===== src/rtl/ir_receiver.sv =====
// Pulse-distance IR frame decoder: recovers MESSAGE_LENGTH-bit letters (LSB first)
// from a demodulated IR line, pulsing data_valid_out per good frame and error_out per aborted one.
module ir_receiver #(
    parameter int MESSAGE_LENGTH     = 5,
    parameter int START_MARK_CYCLES  = 900000,
    parameter int START_SPACE_CYCLES = 450000,
    parameter int BIT_MARK_CYCLES    = 56250,
    parameter int ZERO_SPACE_CYCLES  = 56250,
    parameter int ONE_SPACE_CYCLES   = 168750,
    parameter int ACTIVE_LOW         = 1
) (
    input  logic                      clk_in,
    input  logic                      rst_in,
    input  logic                      signal_in,
    output logic [MESSAGE_LENGTH-1:0] data_out,
    output logic                      data_valid_out,
    output logic                      error_out,
    output logic                      busy_out
);
    localparam int CW = $clog2(2 * START_MARK_CYCLES) + 1;
    localparam int BW = $clog2(MESSAGE_LENGTH + 1);
    localparam logic IDLE_LEVEL = (ACTIVE_LOW != 0) ? 1'b1 : 1'b0;

    function automatic logic [CW-1:0] win_lo(input int n);
        return CW'(n - (n >> 2));
    endfunction

    function automatic logic [CW-1:0] win_hi(input int n);
        return CW'(n + (n >> 2));
    endfunction

    localparam logic [CW-1:0] SM_LO = win_lo(START_MARK_CYCLES);
    localparam logic [CW-1:0] SM_HI = win_hi(START_MARK_CYCLES);
    localparam logic [CW-1:0] SS_LO = win_lo(START_SPACE_CYCLES);
    localparam logic [CW-1:0] SS_HI = win_hi(START_SPACE_CYCLES);
    localparam logic [CW-1:0] BM_LO = win_lo(BIT_MARK_CYCLES);
    localparam logic [CW-1:0] BM_HI = win_hi(BIT_MARK_CYCLES);
    localparam logic [CW-1:0] ZS_LO = win_lo(ZERO_SPACE_CYCLES);
    localparam logic [CW-1:0] ZS_HI = win_hi(ZERO_SPACE_CYCLES);
    localparam logic [CW-1:0] OS_LO = win_lo(ONE_SPACE_CYCLES);
    localparam logic [CW-1:0] OS_HI = win_hi(ONE_SPACE_CYCLES);
    localparam logic [CW-1:0] BS_HI = (OS_HI > ZS_HI) ? OS_HI : ZS_HI;

    typedef enum logic [2:0] {
        IDLE,
        START_SPACE,
        BIT_MARK,
        BIT_SPACE,
        STOP_MARK
    } state_t;

    state_t                    state_q;
    logic                      sync1_q, sync2_q, mark_prev_q;
    logic [CW-1:0]             cnt_q, cnt_d, limit_s;
    logic [MESSAGE_LENGTH-1:0] shift_q, data_q;
    logic [BW-1:0]             bit_idx_q;
    logic                      valid_q, error_q;
    logic                      mark_s, edge_s, timeout_s;
    logic                      sm_ok, ss_ok, bm_ok, zero_ok, one_ok;

    assign mark_s = sync2_q ^ IDLE_LEVEL;
    assign edge_s = mark_s != mark_prev_q;

    // cnt_q at an edge equals the length in cycles of the interval that edge closes
    always_comb begin
        cnt_d = cnt_q;
        if (edge_s) begin
            cnt_d = CW'(1);
        end else if (!(&cnt_q)) begin
            cnt_d = cnt_q + CW'(1);
        end
    end

    assign sm_ok   = (cnt_q >= SM_LO) && (cnt_q <= SM_HI);
    assign ss_ok   = (cnt_q >= SS_LO) && (cnt_q <= SS_HI);
    assign bm_ok   = (cnt_q >= BM_LO) && (cnt_q <= BM_HI);
    assign zero_ok = (cnt_q >= ZS_LO) && (cnt_q <= ZS_HI);
    assign one_ok  = (cnt_q >= OS_LO) && (cnt_q <= OS_HI);

    always_comb begin
        limit_s = BM_HI;
        unique case (state_q)
            START_SPACE: limit_s = SS_HI;
            BIT_SPACE:   limit_s = BS_HI;
            default:     limit_s = BM_HI;
        endcase
    end

    assign timeout_s = (state_q != IDLE) && !edge_s && (cnt_q > limit_s);

    always_ff @(posedge clk_in or posedge rst_in) begin
        if (rst_in) begin
            sync1_q     <= IDLE_LEVEL;
            sync2_q     <= IDLE_LEVEL;
            mark_prev_q <= 1'b0;
            cnt_q       <= '0;
            state_q     <= IDLE;
            shift_q     <= '0;
            bit_idx_q   <= '0;
            data_q      <= '0;
            valid_q     <= 1'b0;
            error_q     <= 1'b0;
        end else begin
            sync1_q     <= signal_in;
            sync2_q     <= sync1_q;
            mark_prev_q <= mark_s;
            cnt_q       <= cnt_d;
            valid_q     <= 1'b0;
            error_q     <= 1'b0;
            if (timeout_s) begin
                error_q <= 1'b1;
                state_q <= IDLE;
            end else if (edge_s) begin
                unique case (state_q)
                    IDLE: begin
                        // Marks outside the start window are noise, not errors
                        if (!mark_s && sm_ok) state_q <= START_SPACE;
                    end
                    START_SPACE: begin
                        if (ss_ok) begin
                            state_q   <= BIT_MARK;
                            shift_q   <= '0;
                            bit_idx_q <= '0;
                        end else begin
                            error_q <= 1'b1;
                            state_q <= IDLE;
                        end
                    end
                    BIT_MARK: begin
                        if (bm_ok) begin
                            state_q <= BIT_SPACE;
                        end else begin
                            error_q <= 1'b1;
                            state_q <= IDLE;
                        end
                    end
                    BIT_SPACE: begin
                        if (zero_ok || one_ok) begin
                            shift_q   <= {!zero_ok, shift_q[MESSAGE_LENGTH-1:1]};
                            bit_idx_q <= bit_idx_q + BW'(1);
                            state_q   <= (bit_idx_q == BW'(MESSAGE_LENGTH - 1)) ? STOP_MARK : BIT_MARK;
                        end else begin
                            error_q <= 1'b1;
                            state_q <= IDLE;
                        end
                    end
                    STOP_MARK: begin
                        if (bm_ok) begin
                            data_q  <= shift_q;
                            valid_q <= 1'b1;
                        end else begin
                            error_q <= 1'b1;
                        end
                        state_q <= IDLE;
                    end
                    default: state_q <= IDLE;
                endcase
            end
        end
    end

    assign data_out       = data_q;
    assign data_valid_out = valid_q;
    assign error_out      = error_q;
    assign busy_out       = (state_q != IDLE);
endmodule


===== config.mk =====
export PLATFORM = sky130hd
export DESIGN_NAME = ir_receiver
export DESIGN_NICKNAME = d
export VERILOG_FILES = /design/src/rtl/ir_receiver.sv
export SDC_FILE = /design/constraint.sdc
export NUM_CORES = 1
export LEC_CHECK = 0
export BUFFER_PORTS_ARGS = -buffer_cell sky130_fd_sc_hd__buf_2
export CAP_MARGIN = 30
export CORE_MARGIN = 5
export CORE_UTILIZATION = 57
export CTS_BUF_LIST = sky130_fd_sc_hd__clkbuf_16
export DETAILED_ROUTE_END_ITERATION = 7
export PLACE_DENSITY_LB_ADDON = 0.1
export SLEW_MARGIN = 20
export SYNTH_ARGS = -nofsm -noshare
export SYNTH_HDL_FRONTEND = slang
export SYNTH_SLANG_ARGS = --single-unit

===== constraint.sdc =====
create_clock -name clk_in -period 6.65 [get_ports clk_in]
set_input_delay 0 -clock clk_in [delete_from_list [all_inputs] [get_ports clk_in]]
set_output_delay 0 -clock clk_in [all_outputs]
set_load 0.01 [all_outputs]

==> results of run 1 <==
-- per-layer routing --
metal	share of wire, %	global-route usage [%]
met5	0	0
met4	1.4	5.99
met3	8.7	7.50
met2	44	34.0
met1	45	32.2
-- worst max-delay path: stages, from the launching register on --
cell and delay (ps):
dfrtp_1 530, nor3b_2 520, inv_1 240, ha_1 350, a21o_1 190, maj3_1 340
a31oi_1 170, nand3_1 90, o211ai_1 330, o311ai_0 200
-- flip-flops by register name, indices dropped and copies added, names as in the netlist --
register / flops
cnt_q: 22
data_out: 5
shift_q: 5
bit_idx_q: 3
state_q: 3
data_valid_out: 1
error_out: 1
mark_prev_q: 1
sync1_q: 1
sync2_q: 1
-- cell usage after synthesis (7+ instances only) --
master    number  share of area [%]
dfrtp_1       41                 33
nand2_1       20                2.4
clkbuf_1      23                2.8
and3_1        10                2.0
xor2_1        11                3.1
nor3_1        13                2.1
a21oi_1       14                2.3
inv_1         16                1.9
nand3_1       16                2.6
o21ai_0       14                2.3
nor2_1        40                4.8
xnor2_1       11                3.1
mux2_2         7                2.5
ha_1          13                5.3
-- path summary, 6_finish.rpt --
check / from / to / slack, ps
max: state_q[1] / error_out / 3530
min: sync1_q / sync2_q / 360
max reg2reg: state_q[1] / error_out / 3530
min reg2reg: sync1_q / sync2_q / 360
max in group asynchronous: rst_in / sync2_q / 5890
min in group asynchronous: rst_in / cnt_q[6] / 380
-- kinds of logic (layout without fill, tap and decap cells) --
kind of cell               count (synthesis)  count (layout)  synth area share [%]
AOI/OAI and AO/OA                         77              77                  17.6
xor gates and xnor gates                  22              22                  6.22
adders and majority gates                 15              15                  5.90
buffers and inverters                     41              38                  4.97
DFF                                       43              43                  34.8
muxes                                      8               8                  2.87
and+or+nand+nor                          155             155                  27.7
-- cell type report --
| cell class | count | area [um2] | area share (%) |
|---|---|---|---|
| inverters | 16 | 60.1 | 1.80 |
| clock inverters | 3 | 25.0 | 0.750 |
| repair buffers | 14 | 85.1 | 2.55 |
| clock buffers | 5 | 125 | 3.75 |
| well taps | 70 | 87.6 | 2.63 |
| flip-flops and latches | 43 | 1080 | 32.3 |
| multi-input cells | 277 | 1870 | 56.2 |
-- power groups by stage --
stage	clock (mW)	combinational [mW]	sequential (mW)
after floorplan	0	0.0343	0.276
after global placement	0	0.0421	0.283
after detailed placement	0	0.0423	0.284
after CTS	0.252	0.0450	0.279
after global routing	0.264	0.0513	0.280
final	0.249	0.0454	0.279
-- metrics by stage --
step | area, um2 | setup WS (ps)
finish | 3330 | 3530
global route | 3330 | 3250
detailed placement | 3160 | 3560
CTS | 3330 | 3550
floorplan | 3100 | 3850
global placement | 3160 | 3650
==> impl_metrics.env, run 1 <==
export IMPL_outcome="finished clean"
export IMPL_path_max_fanout=13
export IMPL_vias=2773
export IMPL_cts_setup_buffers=0
export IMPL_hold_viol=0
export IMPL_htreeDepth=2
export IMPL_maxSlewViolCount=0
export IMPL_required_ps=6780
export IMPL_numClockSinks=43
export IMPL_grt_pass1_wl_mm=13.2
export IMPL_tightest_slew_ps=723
export IMPL_p_sw_share_pct=26.2
export IMPL_drive_gt1_share_pct=10.9
export IMPL_start_util_pct=59.5
export IMPL_switchingPower_mw=0.150
export IMPL_rr_worst_depth=9
export IMPL_synth_edf_count=0
export IMPL_root_buffer="clkbuf_16"
export IMPL_fin_crit_sh_pct=46.9
export IMPL_cts_buffers=5
export IMPL_core_um2=5200
export IMPL_first_pass_iters=5
export IMPL_grt_ovfl_total=0
export IMPL_startpoint_type="flip-flop"
export IMPL_ys_types=65
export IMPL_fillers=457
export IMPL_avgSynthCellArea_um2=8.58
export IMPL_nets=373
export IMPL_crit_type="flip-flop to flip-flop"
export IMPL_area_growth_pct=7.63
export IMPL_max_freq_mhz=321
export IMPL_drc=0
export IMPL_cts_resized=0
export IMPL_cts_hold_buf=2
export IMPL_p_per_area_nw_per_um2=172
export IMPL_cts_buffer_depth=2
export IMPL_io_buffers=10
export IMPL_place_hpwl_mm=5.36
export IMPL_final_core_util_pct=64.1
export IMPL_ys_warnings_count=0
export IMPL_grt_total_usage_pct=22.9
export IMPL_period_needed_ps=3120
export IMPL_grt_pass1_vias=2611
export IMPL_layoutNonFillerInstCount=428
export IMPL_first_iter_violations=258
export IMPL_min_path_cells=0
export IMPL_p_leak_nw=1.37
export IMPL_pwr_share_comb_pct=7.9
export IMPL_clkPwrFrac_pct=43.4
export IMPL_avgRoutedWirePerCell_um=18.3
export IMPL_seq_area_frac_synth_pct=34.8
export IMPL_fin_setup_tns_ps=0
export IMPL_rsz0062_at_grt="false"
export IMPL_async_flop_share_pct=100
export IMPL_endpoint_kind="flip-flop"
export IMPL_fin_total_pwr_mw=0.573
export IMPL_min_path_type="flip-flop to flip-flop"
export IMPL_cp_arrival_ps=3250
export IMPL_diodes=0
export IMPL_grt_max_degree=44
export IMPL_placementRows=26
export IMPL_worst_skew_pair_late_latency_ps=290
export IMPL_globalplace_congestion=0.971
export IMPL_pin_count=11
export IMPL_p_int_mw=0.423
export IMPL_netlist_instances=361
export IMPL_finalSetupViolCount=0
export IMPL_final_cell_mix="41 x dfrtp_1, 40 x nor2_1, 20 x nand2_1, 16 x nand3_1, 15 x inv_1"
export IMPL_dp_cells=418
export IMPL_drt_total_wl_mm=7.83
export IMPL_relSlewSlack_pct=51.6
export IMPL_antenna_found_initial=0
export IMPL_ir_worst_vdd_mv=0.148
export IMPL_drv_cap=0
export IMPL_syn_nets=377
export IMPL_dieWidth_um=83.7
export IMPL_die_y_um=83.7
export IMPL_cts_tree="done"
export IMPL_synthesis_area_um2=3100
export IMPL_vias_per_cell=6.48
export IMPL_p_seq_share_pct=48.7
export IMPL_whs_ps=356
export IMPL_cts_reportedPaths_clkPinSlew_ps=60
export IMPL_ys_flop_type="dfrtp_1"
export IMPL_finalClockSkew_ps=6.68
export IMPL_synth_seq_cells=43
export IMPL_layout_commonest_cell="dfrtp_1"
export IMPL_die_area_um2=7010
export IMPL_ant_nets=0
Power figures use the tool's default switching activity.
==> inputs of run 2 (changes only) <==
==> constraint.sdc (replaced) <==
create_clock -name clk_in -period 3.2 [get_ports clk_in]
set_input_delay 0 -clock clk_in [delete_from_list [all_inputs] [get_ports clk_in]]
set_output_delay 0 -clock clk_in [all_outputs]
set_load 0.01 [all_outputs]
==> impl_metrics.env, run 2 (synthesis gave the netlist of run 1 again) <==
export IMPL_outcome="finished clean"
export IMPL_finalSetupViolCount=0
export IMPL_globalplace_congestion=0.934
export IMPL_startpoint_type="flip-flop"
export IMPL_cp_arrival_ps=3110
export IMPL_avgRoutedWirePerCell_um=17.8
export IMPL_rr_worst_depth=9
export IMPL_p_int_mw=0.874
export IMPL_dieWidth_um=83.7
export IMPL_max_freq_mhz=336
export IMPL_vias_per_cell=6.30
export IMPL_p_seq_share_pct=49.4
export IMPL_endpoint_kind="flip-flop"
export IMPL_layout_commonest_cell="dfrtp_1"
export IMPL_whs_ps=356
export IMPL_switchingPower_mw=0.304
export IMPL_fin_crit_sh_pct=92.9
export IMPL_grt_ovfl_total=0
export IMPL_crit_type="flip-flop to flip-flop"
export IMPL_io_buffers=10
export IMPL_path_max_fanout=10
export IMPL_final_core_util_pct=65.4
export IMPL_die_area_um2=7010
export IMPL_ir_worst_vdd_mv=0.295
export IMPL_p_sw_share_pct=25.8
export IMPL_area_growth_pct=9.90
export IMPL_drive_gt1_share_pct=13.3
export IMPL_worst_skew_pair_late_latency_ps=290
export IMPL_cts_tree="done"
export IMPL_first_pass_iters=5
export IMPL_p_per_area_nw_per_um2=346
export IMPL_htreeDepth=2
export IMPL_p_leak_nw=1.42
export IMPL_diodes=0
export IMPL_maxSlewViolCount=0
export IMPL_period_needed_ps=2970
export IMPL_drc=0
export IMPL_finalClockSkew_ps=5.99
export IMPL_rsz0062_at_grt="false"
export IMPL_required_ps=3330
export IMPL_multiInputGateArea_um2=1870
export IMPL_min_path_type="flip-flop to flip-flop"
export IMPL_start_util_pct=59.5
export IMPL_first_iter_violations=307
export IMPL_pwr_share_comb_pct=7.6
export IMPL_final_cell_mix="41 x dfrtp_1, 40 x nor2_1, 20 x nand2_1, 16 x nand3_1, 15 x inv_1"
export IMPL_nets=383
export IMPL_layoutNonFillerInstCount=438
export IMPL_grt_max_degree=44
export IMPL_drv_cap=0
export IMPL_fin_setup_tns_ps=0
export IMPL_grt_total_usage_pct=23.0
export IMPL_placementRows=26
export IMPL_ant_nets=0
export IMPL_cts_buffers=5
export IMPL_dp_cells=428
export IMPL_largest_register="cnt_q"
export IMPL_vias=2758
export IMPL_die_y_um=83.7
export IMPL_place_hpwl_mm=5.36
export IMPL_grt_pass1_vias=2595
export IMPL_min_path_cells=0
export IMPL_cts_buffer_depth=2
export IMPL_hold_viol=0
export IMPL_fillers=434
export IMPL_root_buffer="clkbuf_16"
export IMPL_clkPwrFrac_pct=43.0
export IMPL_numClockSinks=43
export IMPL_register_area_um2=1080
export IMPL_tightest_slew_ps=717
export IMPL_grt_pass1_wl_mm=13.2
export IMPL_core_um2=5200
export IMPL_cts_reportedPaths_clkPinSlew_ps=60
export IMPL_fin_total_pwr_mw=1.18
export IMPL_drt_total_wl_mm=7.78
export IMPL_largest_reg_flops=22
export IMPL_pin_count=11
export IMPL_antenna_found_initial=0
export IMPL_relSlewSlack_pct=52.0
==> run 2: cell count changes in the layout (fill, tap and decap cells not counted), sizes merged <==
cell / change
buf: +10
clkinv: -1
clkinvlp: +1
==> run 2: layout make-up <==
class | instances | area share, %
clock inverters | 3 | 0.588
multi-input cells | 277 | 55.0
clock buffers | 5 | 3.68
flip-flops and latches | 43 | 31.7
inverters | 16 | 1.76
repair buffers | 24 | 4.70
well taps | 70 | 2.57
==> run 2: per-stage QoR <==
| step | cell area [um2] | setup WS (ps) |
|---|---|---|
| after global routing | 3400 | 5.06 |
| after global placement | 3240 | 365 |
| after floorplan | 3100 | 405 |
| final | 3400 | 227 |
| after detailed placement | 3240 | 261 |
| after CTS | 3400 | 254 |
==> run 2: final timing paths <==
kind / start / to / slack, ps
setup / recovery: state_q[0] / error_out / 230
hold / removal: sync1_q / sync2_q / 360
setup reg to reg: state_q[0] / error_out / 230
hold reg to reg: sync1_q / sync2_q / 360
max in group asynchronous: rst_in / sync2_q / 2440
min in group asynchronous: rst_in / cnt_q[16] / 390
==> run 2: repair_timing <==
item | CTS | global route
hold buffers | 2 | 0
hold endpoints to repair | 42 | 0
setup buffers | 0 | 0
gates resized for setup | 0 | 0
==> run 2: worst max-delay path: stages (launching register included) <==
cell and delay (ps):
dfrtp_1 490, nor3b_2 510, inv_1 130, ha_1 320
a21o_1 180, maj3_1 340, a31oi_1 190, nand3_1 100
o211ai_1 350, o311ai_0 210
==> run 2: routing by layer <==
layer  global-route usage, %  vias to the layer above  share of wire [%]
met4                    8.04                        0                2.0
met1                    34.4                     1283                 48
li1                        -                     1332                  -
met3                    3.65                       16                7.1
met2                    33.3                      127                 43
met5                       0                        -                  0
==> run 2: power groups by stage <==
| stage | logic [mW] | clock network [mW] | registers (mW) |
|---|---|---|---|
| global route | 0.103 | 0.537 | 0.584 |
| floorplan | 0.0713 | 0 | 0.574 |
| global placement | 0.0869 | 0 | 0.591 |
| finish | 0.0891 | 0.507 | 0.582 |
| CTS | 0.0904 | 0.511 | 0.581 |
| detailed placement | 0.0873 | 0 | 0.591 |
